==> src/rtl/imem_loader.sv <==
// Streams a length-prefixed byte image into instruction memory as big-endian 32-bit words.
// Define IMEM_LOADER_CHECKSUM_EN to require a trailing XOR checksum byte after the data.
module imem_loader #(
  parameter logic [9:0]  BASE_ADDR = 10'h000,
  parameter int unsigned MAX_WORDS = 1024
) (
  input  logic        Clk,
  input  logic        Clr,
  input  logic        Start,
  input  logic [7:0]  ByteIn,
  input  logic        ByteValid,
  output logic        WrEn,
  output logic [9:0]  WrAddr,
  output logic [31:0] WrData,
  output logic        Busy,
  output logic        CpuStall,
  output logic        Done,
  output logic        Error
);

  typedef enum logic [2:0] {
    StIdle = 3'd0,
    StLen0 = 3'd1,
    StLen1 = 3'd2,
    StData = 3'd3,
`ifdef IMEM_LOADER_CHECKSUM_EN
    StChk  = 3'd4,
`endif
    StFin  = 3'd5
  } state_e;

  state_e      state_q, state_d;
  logic [7:0]  len_lo_q, len_lo_d;
  logic [15:0] len_q, len_d;
  logic [15:0] len_in;
  logic [1:0]  byte_cnt_q, byte_cnt_d;
  logic [15:0] word_cnt_q, word_cnt_d;
  logic [23:0] asm_q, asm_d;
  logic        wr_en_q, wr_en_d;
  logic [9:0]  wr_addr_q, wr_addr_d;
  logic [31:0] wr_data_q, wr_data_d;
  logic        error_q, error_d;
`ifdef IMEM_LOADER_CHECKSUM_EN
  logic [7:0]  xor_q, xor_d;
`endif

  assign len_in = {ByteIn, len_lo_q};

  always_comb begin
    state_d    = state_q;
    len_lo_d   = len_lo_q;
    len_d      = len_q;
    byte_cnt_d = byte_cnt_q;
    word_cnt_d = word_cnt_q;
    asm_d      = asm_q;
    wr_en_d    = 1'b0;
    wr_addr_d  = wr_addr_q;
    wr_data_d  = wr_data_q;
    error_d    = error_q;
`ifdef IMEM_LOADER_CHECKSUM_EN
    xor_d      = xor_q;
`endif
    unique case (state_q)
      StIdle: begin
        // A byte arriving with Start is dropped; the length starts at the next valid byte.
        if (Start) begin
          state_d    = StLen0;
          error_d    = 1'b0;
          byte_cnt_d = 2'd0;
          word_cnt_d = 16'd0;
`ifdef IMEM_LOADER_CHECKSUM_EN
          xor_d      = 8'h00;
`endif
        end
      end
      StLen0: begin
        if (ByteValid) begin
          len_lo_d = ByteIn;
          state_d  = StLen1;
        end
      end
      StLen1: begin
        if (ByteValid) begin
          len_d = len_in;
          if (len_in == 16'd0 || 32'(len_in) > MAX_WORDS) begin
            error_d = 1'b1;
            state_d = StIdle;
          end else begin
            state_d = StData;
          end
        end
      end
      StData: begin
        if (ByteValid) begin
          byte_cnt_d = byte_cnt_q + 2'd1;
          asm_d      = {asm_q[15:0], ByteIn};
`ifdef IMEM_LOADER_CHECKSUM_EN
          xor_d      = xor_q ^ ByteIn;
`endif
          if (byte_cnt_q == 2'd3) begin
            wr_en_d    = 1'b1;
            wr_data_d  = {asm_q, ByteIn};
            wr_addr_d  = BASE_ADDR + word_cnt_q[9:0];
            word_cnt_d = word_cnt_q + 16'd1;
            if (word_cnt_q == len_q - 16'd1) begin
`ifdef IMEM_LOADER_CHECKSUM_EN
              state_d = StChk;
`else
              state_d = StFin;
`endif
            end
          end
        end
      end
`ifdef IMEM_LOADER_CHECKSUM_EN
      StChk: begin
        if (ByteValid) begin
          if (ByteIn == xor_q) begin
            state_d = StFin;
          end else begin
            error_d = 1'b1;
            state_d = StIdle;
          end
        end
      end
`endif
      StFin: begin
        state_d = StIdle;
      end
      default: begin
        state_d = StIdle;
      end
    endcase
  end

  always_ff @(posedge Clk or posedge Clr) begin
    if (Clr) begin
      state_q    <= StIdle;
      len_lo_q   <= 8'h00;
      len_q      <= 16'h0000;
      byte_cnt_q <= 2'd0;
      word_cnt_q <= 16'h0000;
      asm_q      <= 24'h000000;
      wr_en_q    <= 1'b0;
      wr_addr_q  <= 10'h000;
      wr_data_q  <= 32'h00000000;
      error_q    <= 1'b0;
    end else begin
      state_q    <= state_d;
      len_lo_q   <= len_lo_d;
      len_q      <= len_d;
      byte_cnt_q <= byte_cnt_d;
      word_cnt_q <= word_cnt_d;
      asm_q      <= asm_d;
      wr_en_q    <= wr_en_d;
      wr_addr_q  <= wr_addr_d;
      wr_data_q  <= wr_data_d;
      error_q    <= error_d;
    end
  end

`ifdef IMEM_LOADER_CHECKSUM_EN
  always_ff @(posedge Clk or posedge Clr) begin
    if (Clr) begin
      xor_q <= 8'h00;
    end else begin
      xor_q <= xor_d;
    end
  end
`endif

  assign WrEn     = wr_en_q;
  assign WrAddr   = wr_addr_q;
  assign WrData   = wr_data_q;
  assign Busy     = (state_q != StIdle);
  assign CpuStall = Busy;
  assign Done     = (state_q == StFin);
  assign Error    = error_q;

endmodule

==> config.mk <==
export PLATFORM = sky130hd
export DESIGN_NAME = imem_loader
export DESIGN_NICKNAME = d
export VERILOG_FILES = /design/src/rtl/imem_loader.sv
export SDC_FILE = /design/constraint.sdc
export NUM_CORES = 1
export LEC_CHECK = 0
export BUFFER_PORTS_ARGS = -buffer_cell sky130_fd_sc_hd__buf_2
export CAP_MARGIN = 0
export CORE_MARGIN = 2
export CORE_UTILIZATION = 30
export CTS_BUF_LIST = sky130_fd_sc_hd__clkbuf_2 sky130_fd_sc_hd__clkbuf_4 sky130_fd_sc_hd__clkbuf_8
export DETAILED_ROUTE_END_ITERATION = 12
export PLACE_DENSITY_LB_ADDON = 0.2
export SLEW_MARGIN = 20
export SYNTH_ARGS = -nofsm -noshare
export SYNTH_HDL_FRONTEND = slang
export SYNTH_SLANG_ARGS = --single-unit
==> constraint.sdc <==
create_clock -name Clk -period 7.29 [get_ports Clk]
set_input_delay 1.458 -clock Clk [delete_from_list [all_inputs] [get_ports Clk]]
set_output_delay 1.458 -clock Clk [all_outputs]
set_load 0.05 [all_outputs]
---- After elaboration in Yosys (flattened, before gate mapping) ----
Cells that the tools add are included.
cells by class
  magnitude comparators ................... 1
  bitwise operators ....................... 0
  divide/modulo/power cells ............... 0
  multiplexer cells ....................... 22
  reduce and logical (&&, ||, !) cells .... 14
  eq/ne operators ......................... 13
  $add $sub $neg .......................... 3
  multipliers ............................. 0
  shift-type cells ........................ 0
operator list
  kind                                                                                number
  16-bit 2-to-1 mux                                                                   3
  16-bit case mux with 2 select lines                                                 1
  3-bit 2-to-1 mux                                                                    6
  16-bit by 1-bit adder with 16-bit output (second input constant)                    1
  16-bit equality test                                                                1
  16-bit by 11-bit greater-than comparator with 1-bit output (second input constant)  1
  16-bit logical NOT                                                                  1
  16-bit by 1-bit subtractor with 16-bit output (second input constant)               1
  2-bit != test (second input constant)                                               7
  3-bit case mux with 4 select lines                                                  1
  4-bit AND reduction                                                                 2
  3-bit by 2-bit equality test with 1-bit output (second input constant)              2
  1-bit 2-to-1 mux                                                                    6
  2-bit 2-to-1 mux                                                                    3
  2-bit AND reduction                                                                 3
  3-bit AND reduction                                                                 2
  6-bit AND reduction                                                                 1
  2-bit case mux with 2 select lines                                                  1
  2-bit nonzero test                                                                  2
  3-bit by 1-bit equality test with 1-bit output (second input constant)              1
  3-bit equality test (second input constant)                                         1
  3-bit logical NOT                                                                   1
  3-bit nonzero test                                                                  1
  2-bit by 1-bit adder with 2-bit output (second input constant)                      1
  3 further kinds                                                                     3
storage, ports and cells
  logic and storage cells ................. 63
  bits in writable memories ............... 0
  input port bits ......................... 12
  bits in read-only memories .............. 0
  bits in latches ......................... 0
  memories ................................ 0
  bits in registers ....................... 113

---- Longest topological paths before layout ----
  depth in word-level cells ............... 6
  gate-level depth with buffers ........... 9

---- Worst setup path after synthesis ----
OpenSTA, ideal clock, no wires.
  path type ............................... input-to-reg
  start ................................... input port Start
  end ..................................... register word_cnt_q[15]
  path buffers ............................ 0
  slack ................................... 4,277 ps
  cell stages on the path ................. 7
  arrival time ............................ 2,878 ps
  cell sequence ........................... or3b_1 -> a21oi_1 -> nand4_1 -> nor3_1 -> nand3_1 -> xor2_1 -> nor2_1
between the ends
  word-level cells in the longest chain between the ends .. 2
ends and longest elaborated chain
  what                                  RTL line  source
  start, declared                       9         input logic Start,
  2-bit != test (no source line)        n/a
  4-bit AND reduction (no source line)  n/a
  end signal, assigned                  153       word_cnt_q <= word_cnt_d;
  end, declared                         37        logic [15:0] word_cnt_q, word_cnt_d;
Every way passes these cells.
A chain may end at the register's enable or synchronous reset.

---- Worst setup path after layout ----
  start ................................... register state_q[1]
  end ..................................... output port Done
between the ends
  word-level cells in the longest chain between the ends .. 1
ends and longest elaborated chain
  what                    RTL line  source
  start, declared         32        state_e state_q, state_d;
  start signal, assigned  138       state_q <= StIdle;
  start signal, assigned  149       state_q <= state_d;
  3-bit equality test     177       assign Done = (state_q == StFin);
  end, declared           17        output logic Done,
Every way passes these cells.

==> key figures <==
Status
  – Status: completed

Synthesis
  – Synth Area in Compound Gates: 5.17%
  – Main combinational cell family by area after synthesis: simple AND/OR/NAND/NOR gates
  – Most common cell in the netlist: nand2_1
  – Top FF cell, synth: dfrtp_1
  – Cell taking the most area after synthesis: dfrtp_1
  – Ys Warns: 0
  – Synth cell count leaders: nand2_1 (217), dfrtp_1 (113), nor2_1 (32), mux2_2 (22), clkbuf_1 (20)
  – Synth Area in Simple Gates: 25.0%
  – Async S/R FF share, synth: 100%
  – Post-synth EDFFs: 0
  – Library cells used by synthesis: 43
  – Synth top area cells: dfrtp_1 (55%), nand2_1 (16%), mux2_2 (4.9%)
  – Synthesized cell area: 5100 sq um
  – Synth Register Bits: 113
  – Syn_nets: 562
  – Post-Syn Instances: 547
  – Post-Synth Adder-Cell Area: 0.735%
  – Post-synthesis xor/xnor area fraction: 5.83%
  – Syn_area_per_cell: 9.33 sq um
  – Share of the synthesized area in the top cell type: 55.4%
  – Seq/Total Area, Yosys: 55.4%
  – Proportion of synthesized area in mux cells: 5.27%

Timing
  – Period utilisation layout: 43.0%
  – Final setup fails: 0
  – RSZ-0062 raised after global routing: false
  – Achievable Freq: 319 MHz
  – Fin Clk Skew: 0.0110 ns
  – Fin crit period: 3.13 ns
  – Final WS setup: 4.16 ns
  – Final Max Slew Viols: 0
  – Worst-margin pin slew: 0.892 ns
  – Accumulated negative setup slack: 0 ns
  – Relative slew slack: 40.5%
  – Final Hold Viols: 0

Floorplanning
  – Die area: 18100 sq um
  – IO Count: 59
  – Die height: 134 microns
  – Core ar.: 16600 sq um
  – Std cell rows: 47
  – Initial Util: 30.8%
  – Chip Width: 134 microns

Detailed routing
  – Total number of vias: 3834
  – Post-route ant nets: 0
  – Drt wl/cell: 14.4 microns
  – First drt pass iteration count: 4
  – Vias per inst: 4.57
  – Iteration-0 DRC count of the detailed router: 193
  – DRC violations left: 0
  – DRT Wirelength: 12100 microns

Critical path
  – Critical R2R Capture: state_q[0]
  – Worst Path Class, Setup: register to primary output
  – CP max FO: 12
  – Crit path capture type: primary output
  – Worst Path Required: 5.83 ns
  – R2r worst-path depth: 8
  – Worst endpoint data arrival time: 1.68 ns
  – Worst R2R Start: len_q[0]
  – Crit start category: register
  – Flop2flop setup slack: 4.31 ns

Global route
  – Global-route wire length before repair: 20400 microns
  – Remaining Overflow, GRT: 0
  – All-Layer GR Usage: 14.7%
  – Vias in the first global route: 3940
  – Pin count of the biggest net entering global routing: 70
  – Initial antenna violation count: 0

Clock network
  – Worst skew pair latency: 0.45 ns
  – Post-CTS Resized: 0
  – CTS root buf: clkbuf_8
  – CTS Buf Count: 17
  – Hold_buf cts: 0
  – Postcts setup bufs: 0
  – Worst-path clk slew: 0.07 ns
  – Clk sinks: 113
  – Longest Clk Path Bufs: 2
  – Number of H-tree levels: 4
  – CTS tree: done

Power and ir drop
  – Peak VDD IR: 0.182 mV
  – P per Cell Area: 415 nW/um^2
  – Leak: 3.02 nW

Place
  – GPL Wtd Cong: 0.780
  – DP Wirelength: 8340 microns
  – Placed Instance Area: 5620 sq um
  – Pre-CTS WS: 3.81 ns
  – IO buf count: 58

Min path
  – Type of the worst min-delay path: register to register
  – Worst hold stages: 2
  – Worst Hold Launch: WrData[12]
  – Hold-critical path endpoint: WrData[12]

Cells and area
  – N_diodes: 0
  – Nets: 622
  – Area growth syn-to-layout: 17.4%
  – Post-route design area: 5990 sq um
  – Layout cells sized above 1: 20.4%
  – Utilization after layout: 36.1%

Flow run
  – Max Cap Viol: 0
## where the power goes
part,leakage [nW],internal [mW],switching [mW]
clock,0.197,0.300,0.241
sequential,1.48,0.831,0.194
combinational,1.34,0.313,0.604
## state kept, by name, indices dropped and copies added (netlist names)
name / cells
Error: 1
WrAddr: 10
WrData: 32
WrEn: 1
asm_q: 24
byte_cnt_q: 2
len_lo_q: 8
len_q: 16
state_q: 3
word_cnt_q: 16
## worst max-delay path, stage by stage (launching register included)
cell and delay, ns:
dfrtp_1 0.49, nand2b_1 0.24, nor2_1 0.18, buf_2 0.30
## per-layer routing
layer | GRT usage [%] | wire length, microns | vias to the layer above
met5 | 0 | 0 | -
met4 | 6.26 | 248 | 0
met3 | 4.42 | 432 | 16
met2 | 22.1 | 5340 | 72
met1 | 19.8 | 6100 | 1848
li1 | - | - | 1898
## cell usage in the layout (no fill, tap or decap), types with 6 or more instances in the layout
cell type	netlist	layout
nand3_1	8	8
buf_2	1	58
xnor2_1	15	15
nor2_1	32	31
nand2_1	217	217
mux2_2	22	22
clkinv_2	0	6
dfrtp_1	113	113
a21oi_1	9	9
o21ai_0	15	15
nor3_1	8	8
inv_1	11	10
nand4_1	9	9
xor2_1	19	19
clkbuf_8	0	19
## worst max path at each step
stage / slack [ns] / end / from / cells after the start
detailed placement: 3.81 / word_cnt_q[13] / Start / 8
global placement: 3.92 / word_cnt_q[15] / Start / 8
floorplan: 2.84 / Error / Clr / 1
CTS: 4.14 / CpuStall / state_q[1] / 2
global route: 4.08 / Done / state_q[1] / 3
finish: 4.16 / Done / state_q[1] / 3
## metrics by stage
stage / hold WS [ns] / total power [mW] / cells
after floorplan: 0.439 / 1.73 / 547
after global placement: 0.455 / 1.93 / 807
after detailed placement: 0.458 / 1.96 / 807
after CTS: 0.473 / 2.51 / 838
after global routing: 0.486 / 2.66 / 839
final: 0.466 / 2.48 / 839
## final cells by class
type	count	area [sq um]
Timing Repair Buffer	64	339
Multi-Input combinational cell	400	2140
Fill cell	1782	10600
Sequential cell	113	2830
Clock inverter	7	60.1
Clock buffer	24	299
Tap cell	220	275
Inverter	11	43.8
## cell families (layout without fill, tap and decap cells)
| family | after synthesis | in the layout |
|---|---|---|
| flip-flops | 113 | 113 |
| AND/OR/NAND/NOR | 298 | 298 |
| multiplexers | 24 | 24 |
| adder cells (fa/ha/maj) | 3 | 3 |
| buffers and inverters | 34 | 106 |
| XOR/XNOR | 34 | 34 |
| AO/OA/AOI/OAI | 41 | 41 |
No activity file was read; power rests on OpenSTA's default activity.
